[src/rtl/shift_sequencer_if.sv]
// shift_sequencer_if: bundles the command, shifter and result signals
// of shift_sequencer. The slave modport is the sequencer's view; the
// master modport is the view of whatever drives commands, provides the
// shifter result and consumes results.
interface shift_sequencer_if #(
    parameter int STEPS_W = 4
) ();
    // Command handshake
    logic               in_valid;
    logic               in_ready;
    logic [7:0]         in_data;
    logic [2:0]         in_amt;
    logic               in_dir;
    logic [STEPS_W-1:0] in_steps;

    // Downstream shifter operands and result
    logic [7:0]         sh_a;
    logic [2:0]         sh_amt;
    logic               sh_choice;
    logic [7:0]         sh_y;

    // Result handshake
    logic               out_valid;
    logic               out_ready;
    logic [7:0]         out_data;

    modport slave (
        input  in_valid, in_data, in_amt, in_dir, in_steps,
        output in_ready,
        output sh_a, sh_amt, sh_choice,
        input  sh_y,
        output out_valid, out_data,
        input  out_ready
    );

    modport master (
        output in_valid, in_data, in_amt, in_dir, in_steps,
        input  in_ready,
        input  sh_a, sh_amt, sh_choice,
        output sh_y,
        input  out_valid, out_data,
        output out_ready
    );
endinterface

[src/rtl/shift_sequencer.sv]
// shift_sequencer: accepts a (pattern, amount, direction, step count)
// command, applies the external 8-bit rotate unit to the pattern once
// every TICK_DIV cycles, feeding the result back, and presents the final
// pattern on a valid/ready result port.
// Optional feature: define SHIFT_SEQ_ABORT_EN to add the 'abort' input,
// which returns a running or finished sequence to IDLE.
module shift_sequencer #(
    parameter int TICK_DIV = 4,
    parameter int STEPS_W  = 4
) (
    input  logic                clk,
    input  logic                rst_n,
    shift_sequencer_if.slave    bus,
    output logic                busy
`ifdef SHIFT_SEQ_ABORT_EN
    ,
    input  logic                abort
`endif
);

    // Prescaler is at least one bit wide so TICK_DIV=1 still elaborates.
    localparam int PRE_W = (TICK_DIV > 1) ? $clog2(TICK_DIV) : 1;
    localparam logic [PRE_W-1:0] PRE_LAST = PRE_W'(TICK_DIV - 1);

    localparam logic [1:0] S_IDLE  = 2'd0;
    localparam logic [1:0] S_SHIFT = 2'd1;
    localparam logic [1:0] S_DONE  = 2'd2;

    logic [1:0]         r_state;
    logic [1:0]         w_state_next;
    logic [7:0]         r_cur;
    logic [2:0]         r_amt;
    logic               r_dir;
    logic [STEPS_W-1:0] r_remaining;
    logic [PRE_W-1:0]   r_pre;

    logic               w_accept;
    logic               w_tick;
    logic               w_last_step;
    logic               w_release;
    logic               w_abort;

    // A command is only taken while idle; in_valid elsewhere is ignored.
    assign w_accept    = bus.in_valid && (r_state == S_IDLE);
    // A step edge: the prescaler has counted a full TICK_DIV period.
    assign w_tick      = (r_state == S_SHIFT) && (r_pre == PRE_LAST);
    assign w_last_step = w_tick && (r_remaining == STEPS_W'(1));
    // out_ready only matters while a result is being offered.
    assign w_release   = (r_state == S_DONE) && bus.out_ready;

`ifdef SHIFT_SEQ_ABORT_EN
    // Abort has no effect in IDLE, so a coincident command is still taken.
    assign w_abort = abort && (r_state != S_IDLE);
`else
    assign w_abort = 1'b0;
`endif

    // Next-state selection; abort overrides any step or handshake.
    always_comb begin
        w_state_next = r_state;
        case (r_state)
            S_IDLE: begin
                if (w_accept) begin
                    w_state_next = (bus.in_steps == '0) ? S_DONE : S_SHIFT;
                end
            end
            S_SHIFT: begin
                if (w_last_step) begin
                    w_state_next = S_DONE;
                end
            end
            S_DONE: begin
                if (w_release) begin
                    w_state_next = S_IDLE;
                end
            end
            default: w_state_next = S_IDLE;
        endcase
        if (w_abort) begin
            w_state_next = S_IDLE;
        end
    end

    // State register.
    always_ff @(posedge clk or negedge rst_n) begin
        if (!rst_n) begin
            r_state <= S_IDLE;
        end else begin
            r_state <= w_state_next;
        end
    end

    // Command capture and per-step feedback of the shifter result.
    // An aborted step edge leaves the pattern as it was.
    always_ff @(posedge clk or negedge rst_n) begin
        if (!rst_n) begin
            r_cur       <= 8'h00;
            r_amt       <= 3'd0;
            r_dir       <= 1'b0;
            r_remaining <= '0;
        end else if (w_accept) begin
            r_cur       <= bus.in_data;
            r_amt       <= bus.in_amt;
            r_dir       <= bus.in_dir;
            r_remaining <= bus.in_steps;
        end else if (w_tick && !w_abort) begin
            r_cur       <= bus.sh_y;
            r_remaining <= r_remaining - STEPS_W'(1);
        end
    end

    // Step-rate prescaler: counts 0..TICK_DIV-1 while shifting.
    always_ff @(posedge clk or negedge rst_n) begin
        if (!rst_n) begin
            r_pre <= '0;
        end else if (w_accept || w_tick || (r_state != S_SHIFT)) begin
            r_pre <= '0;
        end else begin
            r_pre <= r_pre + PRE_W'(1);
        end
    end

    // All outputs come straight from registers or the state decode.
    assign bus.in_ready  = (r_state == S_IDLE);
    assign bus.out_valid = (r_state == S_DONE);
    assign bus.out_data  = r_cur;
    assign bus.sh_a      = r_cur;
    assign bus.sh_amt    = r_amt;
    assign bus.sh_choice = r_dir;
    assign busy          = (r_state != S_IDLE);

endmodule
[src/flat_wrapper.sv]
// flat-port wrapper written by rule: the top's interface ports become plain ports
module shift_sequencer_flat 
#(
    parameter int TICK_DIV = 4,
    parameter int STEPS_W  = 4
)
  (clk, rst_n, busy, bus_in_valid, bus_in_data, bus_in_amt, bus_in_dir, bus_in_steps, bus_in_ready, bus_sh_a, bus_sh_amt, bus_sh_choice, bus_sh_y, bus_out_valid, bus_out_data, bus_out_ready);
  shift_sequencer_if #(.STEPS_W(STEPS_W)) bus_i ();
  input  logic clk;
  input  logic rst_n;
  output logic busy;
  input wire logic [$bits(bus_i.in_valid)-1:0] bus_in_valid;
  input wire logic [$bits(bus_i.in_data)-1:0] bus_in_data;
  input wire logic [$bits(bus_i.in_amt)-1:0] bus_in_amt;
  input wire logic [$bits(bus_i.in_dir)-1:0] bus_in_dir;
  input wire logic [$bits(bus_i.in_steps)-1:0] bus_in_steps;
  output wire logic [$bits(bus_i.in_ready)-1:0] bus_in_ready;
  output wire logic [$bits(bus_i.sh_a)-1:0] bus_sh_a;
  output wire logic [$bits(bus_i.sh_amt)-1:0] bus_sh_amt;
  output wire logic [$bits(bus_i.sh_choice)-1:0] bus_sh_choice;
  input wire logic [$bits(bus_i.sh_y)-1:0] bus_sh_y;
  output wire logic [$bits(bus_i.out_valid)-1:0] bus_out_valid;
  output wire logic [$bits(bus_i.out_data)-1:0] bus_out_data;
  input wire logic [$bits(bus_i.out_ready)-1:0] bus_out_ready;
  assign bus_i.in_valid = bus_in_valid;
  assign bus_i.in_data = bus_in_data;
  assign bus_i.in_amt = bus_in_amt;
  assign bus_i.in_dir = bus_in_dir;
  assign bus_i.in_steps = bus_in_steps;
  assign bus_in_ready = bus_i.in_ready;
  assign bus_sh_a = bus_i.sh_a;
  assign bus_sh_amt = bus_i.sh_amt;
  assign bus_sh_choice = bus_i.sh_choice;
  assign bus_i.sh_y = bus_sh_y;
  assign bus_out_valid = bus_i.out_valid;
  assign bus_out_data = bus_i.out_data;
  assign bus_i.out_ready = bus_out_ready;
  shift_sequencer #(.TICK_DIV(TICK_DIV), .STEPS_W(STEPS_W)) u_core (.clk(clk), .rst_n(rst_n), .bus(bus_i), .busy(busy));
endmodule
[config.mk]
export PLATFORM = sky130hd
export DESIGN_NAME = shift_sequencer_flat
export DESIGN_NICKNAME = d
export VERILOG_FILES = /design/src/rtl/shift_sequencer_if.sv /design/src/rtl/shift_sequencer.sv /design/src/flat_wrapper.sv
export SDC_FILE = /design/constraint.sdc
export NUM_CORES = 1
export LEC_CHECK = 0
export CAP_MARGIN = 25
export CORE_ASPECT_RATIO = 0.7
export CORE_MARGIN = 8
export CORE_UTILIZATION = 25
export DETAILED_ROUTE_END_ITERATION = 10
export GPL_ROUTABILITY_DRIVEN = 0
export PLACE_DENSITY = 0.56
export SETUP_SLACK_MARGIN = 0.3
export SYNTH_ARGS = -nofsm -noshare
export SYNTH_HDL_FRONTEND = slang
export SYNTH_SLANG_ARGS = --single-unit
[constraint.sdc]
create_clock -name clk -period 1.7 [get_ports clk]
set_input_delay 0.425 -clock clk [delete_from_list [all_inputs] [get_ports clk]]
set_output_delay 0.425 -clock clk [all_outputs]
set_load 0.005 [all_outputs]
==> impl_results.md, run 1 <==
- Period utilization: 93.8%
- Share of the synthesized area in the top cell type: a little under half
- Area growth, synth to finish: 67.2%
- Max-cap viol count: 0
- Synthesis-stage register bit count: 20
- Multi-input logic area: 553 um2
- Die area: 6750 um2
- Area after DPL: 1640 um2
- Final hold slack: 0.486 ns
- CTS Buf Count: 3
- Clk sinks: 20
- Max-slew headroom: a little under three quarters
- Setup CP Type: reg -> reg
- Vias post-DR: just under 1000
- FF-to-FF setup slack: 0.11 ns
- Synth Cell Area: 1090 um2
- Cell leakage power: roughly 0.80 nW
- Cell taking the most area after synthesis: dfrtp_1
- RSZ-0062 raised after global routing: true
- Clk pin slew, worst setup/hold paths: roughly 0.070 ns
- CTS max path bufs: 2
- Pin count of the biggest net entering global routing: 21
- Initial antenna violation count: 0
- Critical Path Start Type: register
- Yosys warnings: 0
- Setup violators final: 0
- Reg2Reg Depth: 6
- H-tree lvl count: 1
- DR vias/cell: 4.57
- Global route overflow: 0
- Sequential Area: between 500 and 600 um2
- Fillers: 419
- Post-Place Cells: 199
- Layout cells sized above 1: between 20% and 30%
- Final setup margin: 0.106 ns
- Commonest non-fill, non-tap cell in the layout: clkdlybuf4s50_1
- Critical path peak fanout: 4
- Clock Tree Root: clkbuf_8
- Syn Area/Cell: 10.9 um2
- DRC: 0
- Hold_buf cts: 0
- Status: complete, no violations
- Final cell count without fillers: between 200 and 250
- Worst-margin pin slew: 0.422 ns
- CP arrival: between 1.5 and 2 ns
- Synth unique cells: 31
- Final worst path period need: between 1.5 and 2 ns
- Post-synthesis cell count: 100
- Worst Path Required: between 1.5 and 2 ns
- Fin area: 1820 um2
- Final Hold Vio Count: 0
- Slew Viols, Final: 0
- Setup crit start: u_core.r_state[0]
- Avg WL per Cell: 14.7 um
- Power density over the cells: 1590 nW/um2
- Vias in the first global route: about 1100
- Commonest non-fill, non-tap cells in the layout: clkdlybuf4s50_1, dfrtp_1, dlygate4sd2_1
- Syn nets: 131
- Routed wire length: about 3.1 mm
- Die H: approximately 71 um
- CP endpoint: u_core.r_remaining[1]
- Final #Nets: 188
- Fmax: 0.627 GHz
- Gr usage total: 9.53%
- CTS tree: yes
- Sequential area share after synthesis: 46.0%
- Worst Hold Class: reg -> reg
- Initial core utilization: 25.6%
- Initial DRC Count: 22
- Chip width: 94.8 um
- FF-to-FF End: u_core.r_remaining[1]
- Port buffer count: 50
- Crit end category: register
- Worst Skew: roughly 0.0025 ns
- Final ANT Viol Nets: 0
- Rows: 20
- Core ar.: 4250 um2
- Largest cells by area after synthesis: dfrtp_1, mux2i_1, o21ai_0, buf_4, mux2_2
- Post-DP HPWL: 2.38 mm
- Peak supply drop: 0.641 mV
- Pre-CTS setup slack: -0.179 ns
- Reg-to-reg startpoint: u_core.r_state[0]
- Number of diodes: 0
- DRT Pass-1 Iters: 4
- Worst-skew pair later-pin latency: 0.26 ns
- First-pass GRT wire length: just over 5 mm
- # IOs: approximately 50
## metal layers
| metal | wire [um] | global-route usage, % |
|---|---|---|
| met5 | 0 | 0 |
| met4 | 36 | 3.28 |
| met3 | 201 | 2.85 |
| met2 | 1560 | 16.6 |
| met1 | 1310 | 10.7 |
## where the power goes
group	total [mW]	switching, mW	internal [mW]
clock network	0.366	0.160	0.206
logic	1.62	0.651	0.973
registers	0.891	0.186	0.705
## final cells by class
class | count | area share [%]
tap | 55 | 3.79
timing repair buffer | 66 | 34.4
inverter | 4 | 0.826
multi-input combinational | 62 | 30.4
clock buffer | 4 | 3.03
sequential | 20 | 27.5
## kinds of logic (layout without fill, tap and decap cells)
family | count (synthesis) | after routing | share of synthesized area [%]
fa+ha+maj | 3 | 3 | 3.45
simple gates | 19 | 19 | 11.4
flops | 20 | 20 | 46.0
mux | 13 | 13 | 12.4
buf+inv | 18 | 74 | 11.2
xor+xnor | 1 | 1 | 0.806
compound gates | 26 | 26 | 14.7
## critical path, stage by stage (launching register included)
cell and delay, ns:
dfrtp_1 0.39, buf_6 0.12, buf_6 0.10, buf_6 0.12, mux2i_2 0.16, or2_4 0.26, a221o_1 0.33
## state kept, by name, summed over array words and instances, names as in the netlist
register and count:
u_core.bus.out_data 8, u_core.r_remaining 4, u_core.r_state 2, u_core.bus.sh_amt 3, u_core.r_pre 2, u_core.bus.sh_choice 1
## worst min-delay path by stage
| stage | start | endpoint | cells after the start |
|---|---|---|---|
| 5_1_grt | u_core.r_pre[0] | u_core.r_pre[0] | 1 |
| 6_report | u_core.r_pre[0] | u_core.r_pre[0] | 1 |
| 3_5_place_dp | u_core.r_pre[0] | u_core.r_pre[0] | 1 |
| 2_1_floorplan | rst_n | u_core.bus.out_data[0] | 0 |
| 4_1_cts | u_core.r_pre[0] | u_core.r_pre[0] | 1 |
| 3_3_place_gp | u_core.r_pre[0] | u_core.r_pre[0] | 1 |
## synth_stat cells
cell type	number
dfrtp_1	20
o21ai_0	12
mux2i_1	9
buf_4	8
o21ai_1	6
nor2_1	5
inv_1	4
mux2_2	4
buf_6	3
ha_1	3
a221o_1	2
clkbuf_1	2
nand2_1	2
nor3_1	2
nor4bb_1	2
a21oi_1	1
and2b_1	1
buf_2	1
nand2b_1	1
nand3b_1	1
nor3b_1	1
nor3b_4	1
nor4_1	1
o211ai_1	1
o21ba_2	1
o221a_2	1
o311ai_0	1
o31ai_1	1
or2_1	1
or2b_1	1
xnor2_1	1
## per-stage QoR
step	TNS [ns]	util, %	total power, mW
2_1_floorplan	0	-	1.67
3_3_place_gp	-1.68	38.4	2.33
3_5_place_dp	-2.23	38.4	2.38
4_1_cts	0	42.0	2.85
5_1_grt	0	42.7	3.11
6_report	0	42.7	2.88
## what timing repair did
| action | 4_1_cts | 5_1_grt |
|---|---|---|
| pin swaps | 7 | 3 |
| setup endpoints to repair | 40 | 25 |
| buffers inserted | 8 | 0 |
| cloned | 0 | 0 |
| gates resized for setup | 52 | 13 |
No activity file was read; power rests on OpenSTA's default activity.
==> inputs of run 2 (changes only) <==
--- a/config.mk
+++ b/config.mk
@@ -10,6 +10,7 @@
 export CORE_MARGIN = 8
-export CORE_UTILIZATION = 25
+export CORE_UTILIZATION = 40
 export DETAILED_ROUTE_END_ITERATION = 10
 export GPL_ROUTABILITY_DRIVEN = 0
-export PLACE_DENSITY = 0.56
+export MAX_ROUTING_LAYER = met4
+export PLACE_DENSITY = 0.81
 export SETUP_SLACK_MARGIN = 0.3
--- a/constraint.sdc
+++ b/constraint.sdc
@@ -3,2 +3,2 @@
 set_output_delay 0.425 -clock clk [all_outputs]
-set_load 0.005 [all_outputs]
+set_load 0.02 [all_outputs]
==> run 2 against run 1 <==
Combinational power is 14% higher. Maximum frequency is 1.3% higher. Global-route usage is 5.2 points higher. Sequential power hardly changed. Setup slack better by 0.020 ns. Clock skew is 0.0031 ns higher. Highest routed layer unchanged.
==> impl_results.md, run 2 (same netlist as run 1, synthesis figures left out) <==
- Status: complete, no violations
- RSZ-0062 raised after global routing: true
- Cell leakage power: 0.760 nW
- Initial DRC Count: 38
- Final cell count without fillers: about 190
- Sequential Area: between 500 and 600 um2
- CP arrival: between 1.5 and 2 ns
- Post-DP HPWL: 2.35 mm
- Worst Hold Class: reg -> reg
- Rows: 15
- Initial core utilization: 43.2%
- Area after DPL: 1600 um2
- Post-Place Cells: around 180
- Max-cap viol count: 0
- Final setup margin: 0.126 ns
- Worst-skew pair later-pin latency: between 0.2 and 0.3 ns
- Number of diodes: 0
- Clk pin slew, worst setup/hold paths: 0.07 ns
- Die area: 4670 um2
- Pin count of the biggest net entering global routing: 21
- Pre-CTS setup slack: -0.0903 ns
- CTS tree: yes
- Crit-path slowest cell: dfrtp_1
- Peak supply drop: 1.07 mV
- Fillers: around 190
- Power density over the cells: 1860 nW/um2
- Critical Path Start Type: register
- Vias post-DR: 993
- Most used cell, CP: buf_6
- Chip width: between 70 and 80 um
- Slew Viols, Final: 0
- Initial antenna violation count: 0
- Setup CP Type: reg -> reg
- Die H: between 50 and 60 um
- CTS max path bufs: 2
- DRT Pass-1 Iters: 4
- Port buffer count: 50
- Max-slew headroom: 77.4%
- Crit end category: register
- Worst Skew: 0.00559 ns
- Multi-input logic area: 542 um2
- Final worst path period need: 1.57 ns
- Clock Tree Root: clkbuf_8
- Area growth, synth to finish: 58.8%
- Worst Path Required: ~1.9 ns
- Clk sinks: 20
- Final #Nets: 186
- Fin area: 1730 um2
- Core ar.: 2510 um2
- CP Cell Sequence: buf_6 > buf_6 > buf_12 > nor3b_4 > buf_6 > mux2_4
- Core Util, Final: 68.7%
- Hold_buf cts: 0
- Fmax: 0.635 GHz
- Period utilization: 92.6%
- DRC: 0
- Global route overflow: 0
- First-pass GRT wire length: between 5 and 6 mm
- Setup violators final: 0
- Max reg flops: 8
- # IOs: 51
- Final ANT Viol Nets: 0
- Total power: 3.21 mW
- Slowest stage delay, CP: 0.41 ns
- Commonest non-fill, non-tap cells in the layout: clkdlybuf4s50_1, dfrtp_1, clkbuf_2
- DR vias/cell: 5.28
- H-tree lvl count: 1
- Gr usage total: approximately 15%
- CTS Buf Count: 3
- Vias in the first global route: 986
- Routed wire length: approximately 3.2 mm
- Setup TNS: 0 ns
- Commonest non-fill, non-tap cell in the layout: clkdlybuf4s50_1
- Final Hold Vio Count: 0
- Critical path peak fanout: 6
- Final hold slack: 0.492 ns
- Avg WL per Cell: ~17 um
- Worst-margin pin slew: 0.334 ns
- Layout cells sized above 1: 37.7%
-- run 2: critical path, delay by kind of cell (launching register included) --
| family | cells | cell delay, ns |
|---|---|---|
| mux | 1 | 0.31 |
| flops | 1 | 0.41 |
| buf+inv | 4 | 0.53 |
| simple gates | 1 | 0.21 |
-- run 2: final cells by class --
class	instances	area share, %
clock buffer	3	2.39
clock inverter	1	1.74
inverter	4	0.870
multi-input combinational	62	31.4
sequential	20	29.0
tap	34	2.46
timing repair buffer	64	32.2
-- run 2: per-layer routing --
metal  wire (um)  global-route usage, %  part of all wire, %
met1        1340                   16.7                   42
met2        1540                   23.1                   49
met3         262                   5.91                  8.3
met4          31                   5.51                 0.98
met5           0                      -                    0
-- run 2: worst paths after layout --
check / startpoint / to / slack (ns) / cells after the start
worst max-delay path: u_core.r_state[0] / u_core.bus.sh_choice / 0.13 / 6
worst min-delay path: u_core.r_pre[0] / u_core.r_pre[0] / 0.49 / 1
worst max register to register: u_core.r_state[0] / u_core.bus.sh_choice / 0.13 / 6
worst min register to register: u_core.r_pre[0] / u_core.r_pre[0] / 0.49 / 1
max in group asynchronous: rst_n / u_core.r_pre[0] / 0.99 / 2
min in group asynchronous: rst_n / u_core.bus.out_data[5] / 0.50 / 2
-- run 2: power breakdown --
part           total, mW  switching (mW)  internal [mW]
sequential         0.894           0.189          0.706
combinational       1.85           0.954          0.896
clock              0.468           0.154          0.314
-- run 2: timing repair --
item	in CTS	in global routing
buffers inserted	3	2
setup endpoints to repair	39	40
resized for setup	64	34
pin swaps	6	2
gates cloned	1	0
endpoints found under the hold margin	0	0
